--- src/rtl/fma_dot_seq.sv ---
// Dot-product sequencer feeding a combinational FMA: acc = init + sum(a[i] * b[i]).
// Optional build macro FMA_DOT_ZERO_BYPASS_EN skips terms with a zero/denormal operand.
module fma_dot_seq #(
    parameter int unsigned LEN_W = 8
) (
    input  logic             clk,
    input  logic             rst,
    input  logic             start,
    input  logic [LEN_W-1:0] len,
    input  logic [31:0]      init_fp,
    input  logic             in_valid,
    output logic             in_ready,
    input  logic [31:0]      a_fp,
    input  logic [31:0]      b_fp,
    output logic [31:0]      fma_a,
    output logic [31:0]      fma_b,
    output logic [31:0]      fma_c,
    input  logic [31:0]      fma_out,
    output logic             busy,
    output logic             done,
    output logic [31:0]      result_fp,
    output logic             result_valid
);

    typedef enum logic [1:0] {StIdle, StLoad, StMac, StDone} state_e;

    state_e           state_q;
    logic [31:0]      acc_q;
    logic [LEN_W-1:0] cnt_q;
    logic [LEN_W-1:0] cnt_dec;
    logic [31:0]      mac_acc;

    assign cnt_dec = cnt_q - LEN_W'(1);

`ifdef FMA_DOT_ZERO_BYPASS_EN
    logic skip_q;
    logic skip_d;

    // The FMA forces the hidden bit, so zero/denormal operands must not reach the accumulator.
    assign skip_d  = (a_fp[30:23] == 8'd0) || (b_fp[30:23] == 8'd0);
    assign mac_acc = skip_q ? acc_q : fma_out;

    always_ff @(posedge clk) begin
        if (rst) begin
            skip_q <= 1'b0;
        end else if (state_q == StLoad && in_valid) begin
            skip_q <= skip_d;
        end
    end
`else
    assign mac_acc = fma_out;
`endif

    always_ff @(posedge clk) begin
        if (rst) begin
            state_q      <= StIdle;
            acc_q        <= 32'h0;
            cnt_q        <= '0;
            in_ready     <= 1'b0;
            busy         <= 1'b0;
            done         <= 1'b0;
            result_valid <= 1'b0;
            result_fp    <= 32'h0;
            fma_a        <= 32'h0;
            fma_b        <= 32'h0;
            fma_c        <= 32'h0;
        end else begin
            done <= 1'b0;
            case (state_q)
                StIdle: begin
                    if (start) begin
                        acc_q <= init_fp;
                        cnt_q <= len;
                        busy  <= 1'b1;
                        if (len == '0) begin
                            state_q      <= StDone;
                            done         <= 1'b1;
                            result_fp    <= init_fp;
                            result_valid <= 1'b1;
                        end else begin
                            state_q      <= StLoad;
                            in_ready     <= 1'b1;
                            result_valid <= 1'b0;
                        end
                    end
                end
                StLoad: begin
                    if (in_valid) begin
                        fma_a    <= a_fp;
                        fma_b    <= b_fp;
                        fma_c    <= acc_q;
                        in_ready <= 1'b0;
                        state_q  <= StMac;
                    end
                end
                StMac: begin
                    acc_q <= mac_acc;
                    cnt_q <= cnt_dec;
                    // Result is published on entry to DONE so it is valid alongside the pulse.
                    if (cnt_dec == '0) begin
                        state_q      <= StDone;
                        done         <= 1'b1;
                        result_fp    <= mac_acc;
                        result_valid <= 1'b1;
                    end else begin
                        state_q  <= StLoad;
                        in_ready <= 1'b1;
                    end
                end
                StDone: begin
                    state_q <= StIdle;
                    busy    <= 1'b0;
                end
                default: begin
                    state_q <= StIdle;
                end
            endcase
        end
    end

endmodule

--- config.mk ---
export PLATFORM = sky130hd
export DESIGN_NAME = fma_dot_seq
export DESIGN_NICKNAME = d
export VERILOG_FILES = /design/src/rtl/fma_dot_seq.sv
export SDC_FILE = /design/constraint.sdc
export NUM_CORES = 1
export LEC_CHECK = 0
export ABC_AREA = 1
export CAP_MARGIN = 20
export CORE_MARGIN = 2
export CORE_UTILIZATION = 33
export DETAILED_ROUTE_END_ITERATION = 10
export PLACE_DENSITY_LB_ADDON = 0.12
export SYNTH_ARGS = -nofsm -noshare
export SYNTH_HDL_FRONTEND = slang
export SYNTH_SLANG_ARGS = --single-unit
--- constraint.sdc ---
create_clock -name clk -period 2.3 [get_ports clk]
set_clock_uncertainty 0.2 [all_clocks]
set_input_delay 0.575 -clock clk [delete_from_list [all_inputs] [get_ports clk]]
set_output_delay 0.575 -clock clk [all_outputs]
set_load 0.03 [all_outputs]
# Yosys cells after proc, flatten, opt, wreduce, memory -nomap -nowiden
# Index checks and enable logic that the tools add are counted.
[classes] n_shift=0 n_bitwise=0 div_mod_pow=0 eq_ne=9 n_mul=0 magnitude_cmp=0 n_reduce_logical=13 add_sub_neg=1 mux=27
[op_table] cell="$mux 32" n=4
[op_table] cell="$pmux 32 s2" n=2
[op_table] cell="$logic_not 8->1" n=2
[op_table] cell="$pmux 8 s2" n=1
[op_table] cell="$ne 2x2->1 const B" n=6
[op_table] cell="$mux 1" n=10
[op_table] cell="$mux 2" n=4
[op_table] cell="$mux 8" n=1
[op_table] cell="$pmux 2 s4" n=1
[op_table] cell="$reduce_and 2->1" n=4
[op_table] cell="$sub 8x1->8 const B" n=1
[op_table] cell="$pmux 1 s2" n=3
[op_table] cell="$reduce_and 5->1" n=1
[op_table] cell="$eq 2x2->1 const B" n=2
[op_table] cell="$reduce_and 4->1" n=1
[op_table] cell="$reduce_bool 2->1" n=2
[op_table] cell="$pmux 1 s3" n=1
[op_table] cell="$reduce_and 3->1" n=1
[op_table] cell="$reduce_bool 3->1" n=1
[op_table] cell="$eq 2x1->1 const B" n=1
[op_table] cell="$logic_not 2->1" n=1
[totals] output_inout_bits=132 word_cells=61 ramBits=0 register_bits=174 n_memories=0 latch_bits=0 rom_bits=0 input_bits=140

# Longest topological paths before layout
# Gate-level depths: netlist (run 1).
[depth] depth_word=4 ltp_mapped=13

# Least setup slack after synthesis (run 1)
# Ideal clock, no wire load.
[synth_path] path_kind="register to register" startpoint="register cnt_q[0]" endpoint="register result_fp[10]" synth_period_minus_slack_ns=1.912 t_arrival_ns=1.597 stages_incl_launch_ff=14 slack_ns=0.388 n_path_buf=2 setup_time_ns=0.115 required_time_ns=1.985 path_cell_list="dfxtp_1 -> inv_1 -> ha_1 -> inv_1 -> nand2_1 -> nand3_1 -> nor2_1 -> nand3_1 -> nor2_1 -> nand2_1 -> buf_4 -> buf_6 -> a21oi_1 -> nor2_1"
[synth_via] elab_chain_cells=4
[synth_lines] item="from (decl)" line_no="29" text="logic [LEN_W-1:0] cnt_q;"
[synth_lines] item="from (signal assigned)" line_no="73" text="cnt_q <= len;"
[synth_lines] item="from (signal assigned)" line_no="98" text="cnt_q <= cnt_dec;"
[synth_lines] item="$sub 8x1->8" line_no="33" text="assign cnt_dec = cnt_q - LEN_W'(1);"
[synth_lines] item="$logic_not 8->1" line_no="100" text="if (cnt_dec == '0) begin"
[synth_lines] item="$ne 2x2->1 (no line)"
[synth_lines] item="$reduce_and 4->1 (no line)"
[synth_lines] item="to (signal assigned)" line_no="78" text="result_fp <= init_fp;"
[synth_lines] item="to (signal assigned)" line_no="103" text="result_fp <= mac_acc;"
[synth_lines] item="to (decl)" line_no="21" text="output logic [31:0] result_fp,"
# Every way passes these cells.
# A chain may end at the register's enable or synchronous reset.

# Worst setup path after layout (run 1)
[layout_path] startpoint="register result_valid" endpoint="output result_valid"
[layout_rtl] item="from (decl)" line_no="22" text="output logic result_valid"
[layout_rtl] item="from (signal assigned)" line_no="62" text="result_valid <= 1'b0;"
[layout_rtl] item="from (signal assigned)" line_no="79" text="result_valid <= 1'b1;"
[layout_rtl] item="from (signal assigned)" line_no="83" text="result_valid <= 1'b0;"
# No word-level cell between the ends.

==> impl_summary.md, run 1 <==
Run status
The flow ran to the end, and the final reports show no timing, DRC or antenna violations.

Place
The final weighted congestion of routability-driven global placement is between 0.8 and 0.9. Port buffering added about 270 buffers. In this run the cell area measured after placement is approximately 10000 sq um. The instance count after placement with tap cells included is 1479. Detailed placement finished with a half-perimeter wire length of 15.2 mm.

Final layout
After routing the design area is 10900 sq um. The count of fill cells added during filler insertion is 2050. Relative to the synthesized area, the layout overhead comes to 52.9%. The post-route netlist has 6.07% of its cells at a drive strength greater than 1. Excluding fillers, the count of instances in the completed layout stands at around 1500. In the final layout, flip-flops and latches occupy 3480 sq um.

The repair_antennas step left the layout with diodes totalling 0. The number of nets in the layout is 1365. In the final layout, the multi-input gates occupy 3080 sq um.

Timing
The final hold violation count is 0. For this run, the top clock speed supported by timing is 442 MHz. For the final routed database, the setup TNS stands at 0 ns. The transition at the pin with the smallest max-transition slack is roughly 0.42 ns. In the finished design, the share of the clock period the worst path needs comes to 98.4%.

The number of pins exceeding their max-slew limit in the final report was 0. Setup violations remaining at the end of the flow were counted as 0. The worst relative slew slack is 72.0%. The worst path in the final design needs a cycle of 2.26 ns, including I/O delays and setup. Setup repair after global routing left no endpoint under its margin.

CTS
The clock tree from TritonCTS is yes. The clock reaches the later pin of the worst-skew pair after between 0.4 and 0.5 ns. The maximum count of clock buffers along a single path is 2.

The cell sitting at the root of the clock tree is a clkbuf_16. Buffers added to address setup during post-CTS repair amount to 0. The clock input transition at the sequential cells of the worst setup and hold paths is 0.07 ns.

The number of buffers created by CTS is 17. Counting every sink on the clock net gives 174. The H-tree generated during clock tree synthesis spans 4 levels.

Global route
For this run the aggregate overflow at the end of global routing stands at 0. The wire length of the first global-routing pass is 34.7 mm. The number of global-route vias before repair came to 6607.

Entering global routing, the biggest net connects 86 pins. The initial antenna violation count was 0. The total routing resource utilization after global routing is just under 20%.

Synthesis
The number of different library cells used by synthesis comes to 25. In the synthesized netlist the dominant register cell turns out to be dfxtp_1. In this run, synthesis produced a sequential element count of 174.

Summed over all instances, the cell type with the most area after synthesis is dfxtp_1. The synthesized netlist cell count is 981. The area of the mapped netlist is between 7000 and 8000 sq um. The synthesized design devotes to its leading area cell type 49.1% of total area. The share of synthesized registers carrying an async set or reset is 0%. The post-synthesis average cell area is 7.24 sq um. The sequential area share after synthesis is about half. The number of warnings reported in the yosys synthesis log is 0. Sorting the synthesized cells by area gives the leading types as dfxtp_1, nand2_1, a21oi_1. The number of flops mapped to enable cells by yosys is 0. When the netlist entered floorplanning its net count stood at 1123.

Min path
The class of the tightest hold or removal check is flip-flop to flip-flop. The number of stages on the worst hold path is 2. The startpoint of the most critical hold path is fma_a[22]. The path with the worst hold slack has its endpoint at fma_a[22].

Critical path
The worst endpoint data arrival time is 1.49 ns. On the worst path, the slowest cell contributes a delay of 0.70 ns. For the worst flop-to-flop path, the logic depth is 12.

Data on the critical path is required at its endpoint by approximately 1.5 ns. In this run the register-to-register setup slack is 0.17 ns. The reg-to-reg startpoint is cnt_q[0]. Walking the worst path, the cells encountered are clkdlybuf4s50_1. The cell class contributing the biggest share of worst-path delay is buffers and inverters.

The instance count on the critical path is 1. The cell with the largest stage delay on the worst path is clkdlybuf4s50_1. The reg-to-reg critical path endpoint is result_fp[11].

The largest fanout on the critical path is 2. The category of the worst setup path capture point is an output pin. The sum of buffers and inverters on the critical path is 1.

The setup path with the least slack is of type flip-flop to output pin. STA classifies the critical path startpoint as a flip-flop.

Route
The total detailed-routing wirelength is about 23 mm. After detailed routing, the number of vias per cell comes to roughly 4.8. Dividing the detail-routed wire length by the instance count gives 14.9 microns. The iteration count of the initial detailed-routing pass is 4. The violation count after the first detailed-route iteration is 405.

For this run, design rule violations remaining after detail routing come to 0. Across all layers, the routed design uses around 7200 vias. The detail route stage leaves a number of antenna-violating nets equal to 0.

Floorplanning
The floorplan has 53 rows. In this run the count of I/O pins placed on the die edge is between 200 and 300. The floorplan step defined a core boundary enclosing 21100 sq um. The vertical die dimension is about 150 microns.

From left edge to right edge, the die measures about 150 microns. The total die area is 22700 sq um. The initial utilization of the core area, before any placement, comes to 33.7%.

Power and ir drop
Power comes to 7.46 mW. Summed over all cells, the static leakage comes to about 4.5 nW. IR analysis of the VDD net gives a maximum drop of 0.514 mV. For this design the ratio of total power to cell area is 687 nW/um^2.

Run
The number of violations of the max-capacitance limit is 0.
[Yosys cell counts, types with 5 or more instances]
library cell	instances
clkbuf_1	57
nand2_1	256
buf_2	13
a31oi_1	35
inv_1	60
a21oi_1	136
buf_1	5
o21ai_0	37
nand3_1	133
nor2_1	51
dfxtp_1	174
[layer usage]
layer  track usage (%)  routed length (microns)
met5                 0                        0
met2              30.4                    10100
met4              5.19                      244
met3              6.48                     1920
met1              25.4                    10300
[cell usage in the layout, fill, tap and decap left out, types with 2 or more instances in the layout]
| cell type | synthesis | final |
|---|---|---|
| nand3_1 | 133 | 133 |
| dfxtp_1 | 174 | 174 |
| inv_2 | 1 | 3 |
| a31oi_1 | 35 | 35 |
| a211oi_1 | 2 | 2 |
| buf_4 | 1 | 21 |
| bufinv_16 | 0 | 2 |
| clkbuf_16 | 0 | 17 |
| buf_12 | 0 | 11 |
| inv_8 | 0 | 4 |
| nand2_1 | 256 | 252 |
| clkdlybuf4s50_1 | 0 | 255 |
| clkinv_4 | 0 | 2 |
| o21ai_0 | 37 | 37 |
| nand3b_1 | 2 | 2 |
| nor2_1 | 51 | 51 |
| inv_1 | 60 | 58 |
| inv_6 | 0 | 3 |
| nand2_2 | 0 | 3 |
| o22ai_1 | 3 | 3 |
| clkinvlp_4 | 0 | 3 |
| nor2_4 | 0 | 2 |
| nand4_1 | 3 | 3 |
| a21oi_1 | 136 | 136 |
| dlymetal6s2s_1 | 0 | 13 |
[area by class of cell]
| class | instances | area share [%] |
|---|---|---|
| clock inverter | 14 | 1.58 |
| sequential | 174 | 32.1 |
| timing repair buffer | 302 | 28.7 |
| inverter | 61 | 2.11 |
| multi-input combinational | 667 | 28.3 |
| tap | 275 | 3.17 |
| clock buffer | 18 | 4.05 |
[worst max-delay path by stage]
stage                    endpoint          from  slack (ns)
global placement     result_fp[0]        len[0]       -0.01
finish               result_valid  result_valid        0.04
CTS                  result_fp[0]  result_fp[0]       0.002
detailed placement  result_fp[23]        len[0]       -0.02
global route         result_fp[3]  result_fp[3]      0.0001
floorplan           result_fp[10]      cnt_q[0]        0.39
[where the power goes]
part / switching (mW) / internal [mW] / leakage, nW
Combinational: 0.676 / 0.545 / 2.78
Clock: 1.32 / 1.67 / 0.291
Sequential: 0.0801 / 3.17 / 1.42
[kinds of logic after synthesis]
group	count (synthesis)	synth area share [%]
buffers and inverters	140	8.00
XOR/XNOR	1	0.123
flip-flops	174	49.1
AO/OA/AOI/OAI	217	16.2
AND/OR/NAND/NOR	447	26.3
adder cells (fa/ha/maj)	2	0.352
[per-stage QoR]
stage               utilization, %  hold WS [ns]  setup slack (ns)
floorplan                        -         0.259             0.388
global route                  51.5         0.270          0.000102
detailed placement            48.4         0.251           -0.0205
global placement              48.4         0.247           -0.0115
finish                        51.5         0.259            0.0363
CTS                           51.3         0.261           0.00240
[sequential cells by signal (all words and copies together) (netlist names)]
register / flops
fma_c: 32
cnt_q: 8
done: 1
fma_a: 32
result_valid: 1
fma_b: 32
in_ready: 1
acc_q: 32
busy: 1
result_fp: 32
state_q: 2
[what timing repair did]
action | CTS | global route
setup endpoints to repair | 1 | 44
hold buffers | 0 | 0
cloned | 0 | 0
resized for setup | 1 | 16
Note: power is estimated with default switching activity, not from simulation.
==> run 2, diff against run 1 <==
--- a/config.mk
+++ b/config.mk
@@ -5,10 +5,10 @@
 export SDC_FILE = /design/constraint.sdc
 export NUM_CORES = 1
 export LEC_CHECK = 0
-export ABC_AREA = 1
 export CAP_MARGIN = 20
 export CORE_MARGIN = 2
 export CORE_UTILIZATION = 33
+export CTS_CLUSTER_DIAMETER = 50
 export DETAILED_ROUTE_END_ITERATION = 10
 export PLACE_DENSITY_LB_ADDON = 0.12
 export SYNTH_ARGS = -nofsm -noshare
==> run 2 against run 1 <==
Critical path depth unchanged. Core utilization rose by 2.8 points. Flip-flop and latch count stayed put. Register-to-register slack got worse by 0.11 ns. Largest power group unchanged.
==> impl_summary.md, run 2 <==
Synthesis
The synthesized netlist cell count is 773. In the post-synthesis netlist, the cell with the most instances is nand2_1. Summing every instance area after synthesis gives 6800 sq um.

The commonest cells after synthesis are nand2_1, dfxtp_1, a21oi_1, nor2_1, clkbuf_1. For this run, the number of Yosys warnings is 0. The share of synthesized registers carrying an async set or reset is 0%. Synthesis produced a netlist with a net count of 915. The biggest area consumer among synthesized cells is dfxtp_1. The number of distinct standard cells referenced by the synthesized netlist is 46. Sequential cells were found to cover 51.2% of the synthesized design area. The most instantiated flip-flop cell in the synthesis netlist is dfxtp_1. By area the synthesized netlist is led by dfxtp_1, nand2_1, a21oi_1. Yosys mapped a number of flops with a built-in enable equal to 0. In this run the biggest area consumer among cell types represents 51.2% of the synthesized area. The average instance in the mapped netlist occupies approximately 8.8 sq um. The count of state elements after synthesis is 174.

Timing
The final critical-path share of the clock period is 97.8%. At the pin with the least slew margin, the transition time is 0.496 ns. Setup repair after global routing could not meet its margin everywhere.

The worst hold slack across all endpoints is 0.241 ns. The total negative setup slack is 0 ns. The maximum frequency from static timing analysis is 445 MHz.

The final hold violation count is 0. Setup violations remaining at the end of the flow were counted as 0. The number of pins exceeding their max-slew limit in the final report is 0. Subtracting the final worst setup slack from the clock period gives 2.25 ns. The worst relative slew slack is around 67%. In the post-route analysis, the smallest setup slack over all paths is between 0.05 and 0.06 ns.

CTS
For this design, the sink count on the clock tree is 174. The CTS root buffer is clkbuf_16. The number of buffers created by CTS is 17.

The clock passes through at most 2 buffers. The clock input transition at the sequential cells of the worst setup and hold paths is ~0.07 ns. In this run the number of H-tree levels came out at 4. The number of buffers inserted for hold repair after clock tree synthesis is 0. The clock tree from TritonCTS is yes. For the worst-skew pair, the clock arrives at the later sink with an insertion delay of between 0.4 and 0.5 ns.

Route
The number of nets with antenna violations after routing is 0. In the routed design, unresolved DRC markers number 0. Using the TritonRoute via totals, the vias-per-cell ratio works out to 4.69. Dividing the detail-routed wire length by the instance count gives between 15 and 20 microns. The vias after detailed routing is 6346. The routed design has 20.6 mm of wire. The first detailed-routing pass took 4 iterations. In this run, the number of DRC markers left after iteration 0 of detailed routing was about 290.

Final layout
The layout-stage area growth over the synthesis result is 61.7%. In the final design database the tool counted about 1200 nets. The library cells used most frequently in the layout, excluding fill and tap cells, are clkdlybuf4s50_1, nand2_1, dfxtp_1. The count of fill cells added during filler insertion is ~1900. 0 antenna diodes ended up in the layout. The share of layout cells above drive strength 1 is 14.4%.

The most frequent standard cell in the layout excluding fill and tap cells is clkdlybuf4s50_1. The utilization after layout is a little over half.

Critical path
The number of cells on the worst reg-to-reg path is 9. Walking the worst path, the cells encountered are clkdlybuf4s50_1. For this run, the slowest stage of the critical path takes 0.73 ns.

The instance count on the critical path is 1. The sum of buffers and inverters on the critical path is 1. Among cell families on the critical path, the largest total delay comes from buffers and inverters. Data arrives at the worst endpoint at approximately 1.5 ns.

The kind of critical path is flip-flop to output pin. The category of the worst setup path capture point is an output pin. The largest fanout on the critical path is 2. Data on the critical path is required at its endpoint by 1.52 ns.

The largest individual stage delay along the critical path comes from the cell clkdlybuf4s50_1. The worst setup path is launched from a flip-flop.

Floorplanning
The region available for standard cell placement spans roughly 20000 sq um. The horizontal die dimension is 148 microns. The initial utilization of the core area, before any placement, comes to 33.6%. The total die area is 21800 sq um. The site row count is 52. The top-level port count is 272. The die is 148 microns tall.

Place
Prior to clock tree synthesis, the placed netlist has a worst setup slack of -0.668 ns. Once detailed placement completed, the half-perimeter wirelength came to 14.1 mm. Routability-driven placement finished with a final weighted congestion of between 0.8 and 0.9.

Input and output buffers added on the ports amount to ~270.

Power and ir drop
Across the VDD grid, the largest voltage drop is 0.423 mV. For this design the ratio of total power to cell area is 639 nW/um^2. The leakage power summed over all cells is between 3 and 4 nW.

Global route
The first global-routing pass estimated between 30 and 40 mm of wire. For this run, the total global-route usage over all layers was measured as 18.5%. The number of global-route vias before repair is 5845.

Entering global routing, the biggest net connects 62 pins. The leftover overflow at the end of global routing is 0. The initial antenna violation count is 0.

Run
The tool flagged a number of max-cap violations equal to 0.

Run status
The flow ran to the end, and the final reports show no timing, DRC or antenna violations.

Min path
The worst hold path was traced through 2 stages. The class of the tightest hold or removal check is flip-flop to flip-flop.
==> run 2: timing repair <==
| action | in CTS | in global routing |
|---|---|---|
| gates cloned | 2 | 0 |
| pin swaps | 7 | 18 |
| setup endpoints to repair | 33 | 40 |
| buffers inserted | 5 | 3 |
| gates resized for setup | 12 | 29 |
==> run 2: metal layers <==
layer  up-vias  track usage (%)  wire length, microns
li1       3233                -                     -
met1      2900             24.2                  9180
met2       193             29.0                  9430
met3        20             6.33                  1710
met4         0             5.48                   328
met5         -                0                     0
==> run 2: final cells by class <==
| class | instances | area, sq um | area share (%) |
|---|---|---|---|
| Sequential cell | 174 | 3490 | 31.7 |
| Timing Repair Buffer | 340 | 3470 | 31.6 |
| Multi-Input combinational cell | 503 | 3040 | 27.7 |
| Clock buffer | 18 | 429 | 3.90 |
| Tap cell | 270 | 338 | 3.07 |
| Inverter | 37 | 139 | 1.26 |
| Clock inverter | 12 | 88.8 | 0.808 |
==> run 2: power breakdown <==
part / internal, mW / switching, mW / total [mW] / leakage [nW]
registers: 3.15 / 0.0660 / 3.21 / 1.42
logic: 0.599 / 0.608 / 1.21 / 2.26
clock network: 1.38 / 1.23 / 2.61 / 0.251
==> run 2: final timing paths <==
check | startpoint | endpoint | slack [ns]
min | acc_q[28] | fma_c[28] | 0.24
max | fma_c[30] | fma_c[30] | 0.05
max reg2reg | cnt_q[1] | result_fp[18] | 0.06
min reg2reg | acc_q[28] | fma_c[28] | 0.24
==> run 2: cell families after synthesis <==
logic type,after synthesis,synth area share [%]
AOI/OAI and AO/OA,194,20.4
xor gates and xnor gates,3,0.387
adders and majority gates,2,0.368
buffers and inverters,97,6.44
DFF,174,51.2
muxes,33,4.86
and+or+nand+nor,270,16.3
==> run 2: metrics by stage <==
| stage | std cells | total power, mW | cell area, sq um |
|---|---|---|---|
| after floorplan | 773 | 3.84 | 6800 |
| after global placement | 1314 | 4.45 | 10200 |
| after detailed placement | 1314 | 4.45 | 10200 |
| after CTS | 1351 | 7.10 | 10800 |
| after global routing | 1354 | 7.36 | 11000 |
| final | 1354 | 7.03 | 11000 |
==> run 3, diff against run 2 <==
--- a/config.mk
+++ b/config.mk
@@ -6,8 +6,10 @@
 export NUM_CORES = 1
 export LEC_CHECK = 0
 export CAP_MARGIN = 20
+export CELL_PAD_IN_SITES_DETAIL_PLACEMENT = 0
+export CELL_PAD_IN_SITES_GLOBAL_PLACEMENT = 2
 export CORE_MARGIN = 2
-export CORE_UTILIZATION = 33
+export CORE_UTILIZATION = 24
 export CTS_CLUSTER_DIAMETER = 50
 export DETAILED_ROUTE_END_ITERATION = 10
 export PLACE_DENSITY_LB_ADDON = 0.12
==> run 3 against run 2 <==
First-iteration DRC count is 14% lower. Setup slack worse by 0.0061 ns. Via count is 1.4% lower. Global-route usage is 3.7 points lower. Fmax is 0.27% lower. Clock power is 15% higher. Hold slack better by 0.010 ns.
==> impl_summary.md, run 3 (synthesis results as in run 2) <==
Timing
Setup total negative slack on the finished layout was measured at 0 ns. The worst pin sits at a relative slew slack of 72.3%. At the pin with the least slew margin, the transition time is 0.403 ns.

Setup violations remaining at the end of the flow were counted as 0. For this run, the top clock speed supported by timing is 444 MHz. In the post-route analysis, the smallest setup slack over all paths is 0.0452 ns. Final hold analysis gives a worst-case slack of between 0.2 and 0.3 ns.

The number of pins exceeding their max-slew limit in the final report is 0. Dividing the final minimum period by the clock period gives 98.0%. The shortest period the worst path allows is 2.25 ns. The final hold violation count came to 0.

Critical path
The reg-to-reg critical path endpoint is result_fp[2]. The setup slack on the worst flop-to-flop path is 0.12 ns. The type of origin of the critical path is a flip-flop.

The launching instance or port of the critical path is result_fp[7]. The cell class contributing the biggest share of worst-path delay is buffers and inverters. The endpoint required time on the critical path is 1.52 ns. Data on the critical path arrives at its endpoint at approximately 1.5 ns. The number of buffers and inverters on the critical path is 1. Following the worst setup path forward leads to its endpoint at result_fp[7]. The category of the worst setup path capture point is an output pin. On the worst path, the slowest cell contributes a delay of 0.71 ns. The cell with the largest stage delay on the worst path is clkdlybuf4s50_1. The kind of critical path is flip-flop to output pin.

The largest fanout on the critical path is 2. Traced cell by cell, the critical path runs through clkdlybuf4s50_1. The startpoint identified for the worst register-to-register timing path is cnt_q[0].

The instance count on the critical path is 1. The number of cells on the worst reg-to-reg path is 10.

Place
The number of port buffers is between 200 and 300. Detailed placement ended at an HPWL of 15.7 mm. The pre-CTS worst setup slack is -0.415 ns. The instance count after placement with tap cells included is 1413.

The placement-stage cell area is 10300 sq um. The final weighted congestion of routability-driven global placement is 0.715.

Route
Detailed routing inserted a total of 6258 vias. The count of unresolved DRC violations after routing is 0. For this block, the routed nets add up to 22.3 mm of wire. In the final routed layout, each cell accounts on average for 15.4 microns. The violation count after the first detailed-route iteration is 250.

The number of vias per cell is 4.31. In this run the remaining antenna-violating nets after routing total 0. The first detailed-routing pass ran for 5 iterations.

Power and ir drop
The relative contribution of sequential cells to total power is 43.7%. The maximum ir drop on the vdd rail is 0.384 mV. The combinational fraction of design power is 15.8%. The internal power consumption is 5.39 mW.

The switching fraction of total power is 27.0%. Power comes to ~7.4 mW. The power density normalized to cell area is approximately 660 nW/um^2. Summed over all cells, the static leakage comes to about 4.3 nW. The share of total power dissipated in the clock network is roughly 41%. The analysis attributes to net switching a power of 1.99 mW.

Run status
The flow ran to the end, and the final reports show no timing, DRC or antenna violations.

CTS
The number of hold buffers added after CTS was 0. Counting the buffers created by CTS gives 17. The clock latency on the worst-skew pair is roughly 0.43 ns.

The clock input transition at the sequential cells of the worst setup and hold paths is 0.07 ns. The CTS root buffer is clkbuf_16. Counting along the longest clock path gives a buffer depth of 2. TritonCTS built the clock tree. For this design, the sink count on the clock tree is 174. CTS built an H-tree with a depth of 4.

Floorplanning
The core footprint is 27900 sq um. The floorplan has 61 rows. Pin placement for this block handled roughly 270 I/O pins. In this run the horizontal extent of the chip is 172 microns. The starting density of the core is between 20% and 30%. From bottom edge to top edge, the die measures 172 microns. The floorplan step defined a die boundary enclosing between 20000 and 30000 sq um.

Final layout
Summing all non-filler instances in the final layout gives an area of ~11000 sq um. The most frequent standard cell in the layout excluding fill and tap cells is clkdlybuf4s50_1. The top cell types in the final layout, fill and taps aside, are clkdlybuf4s50_1, nand2_1, dfxtp_1.

Relative to the synthesized area, the layout overhead comes to 64.1%. The post-route netlist has 13.6% of its cells at a drive strength greater than 1. For this run, the number of standard cells in the final layout without fillers is ~1500.

The number of nets in the layout is 1204. Once layout is complete, the utilization of the core stands at between 40 and 50%. The number of antenna repair diodes is 0.

Min path
The path class of the tightest hold or removal check is flip-flop to flip-flop. The worst hold path passes through 2 cells.

Global route
Entering global routing, the biggest net connects 66 pins. The leftover overflow at the end of global routing is 0. The initial antenna violation count came to 0. Global routing consumed, over all layers together, between 10% and 20% of the routing resources. The wire length of the first global-routing pass is 33.8 mm.

The number of global-route vias before repair is 6009.

Run
The number of violations of the max-capacitance limit is 0.
[run 3: cell count changes in the layout (fill, tap and decap cells not counted), sizes merged]
cell,delta
buf,-12
dlygate4sd2,-3
clkinvlp,-3
bufinv,+2
clkbuf,+2
dlymetal6s2s,+22
clkdlybuf4s50,-19
inv,+4
a41oi,-1
clkinv,-2
[run 3: what timing repair did]
action	CTS	global route
gates cloned	0	2
resized for setup	3	55
setup buffers	0	6
hold endpoints to repair	0	0
pin swaps	1	21
setup endpoints to repair	3	61
[run 3: area by class of cell]
cell class	instances	area, sq um
repair buffers	330	3460
well taps	378	473
inverters	37	139
flip-flops and latches	174	3500
fillers	2852	16700
multi-input cells	502	2990
clock inverters	13	154
clock buffers	18	439
[run 3: worst min-delay path by stage]
| stage | start | end |
|---|---|---|
| floorplan | acc_q[0] | fma_c[0] |
| global placement | fma_c[2] | fma_c[2] |
| detailed placement | acc_q[24] | fma_c[24] |
| CTS | acc_q[23] | fma_c[23] |
| global route | fma_a[0] | fma_a[0] |
| finish | acc_q[23] | fma_c[23] |
[run 3: power groups by stage]
stage	Sequential, mW	Clock, mW	Combinational (mW)
floorplan	3.41	0	0.435
global placement	3.29	0	1.16
detailed placement	3.30	0	1.15
CTS	3.23	3.11	1.16
global route	3.24	3.24	1.27
finish	3.23	2.99	1.16
[run 3: layer usage]
metal  up-vias  track usage (%)  wire length, microns
met2       165             24.3                 10400
met5         -                0                     0
met3         4             5.54                  1580
met4         0             2.85                   100
li1       3215                -                     -
met1      2874             18.8                 10200
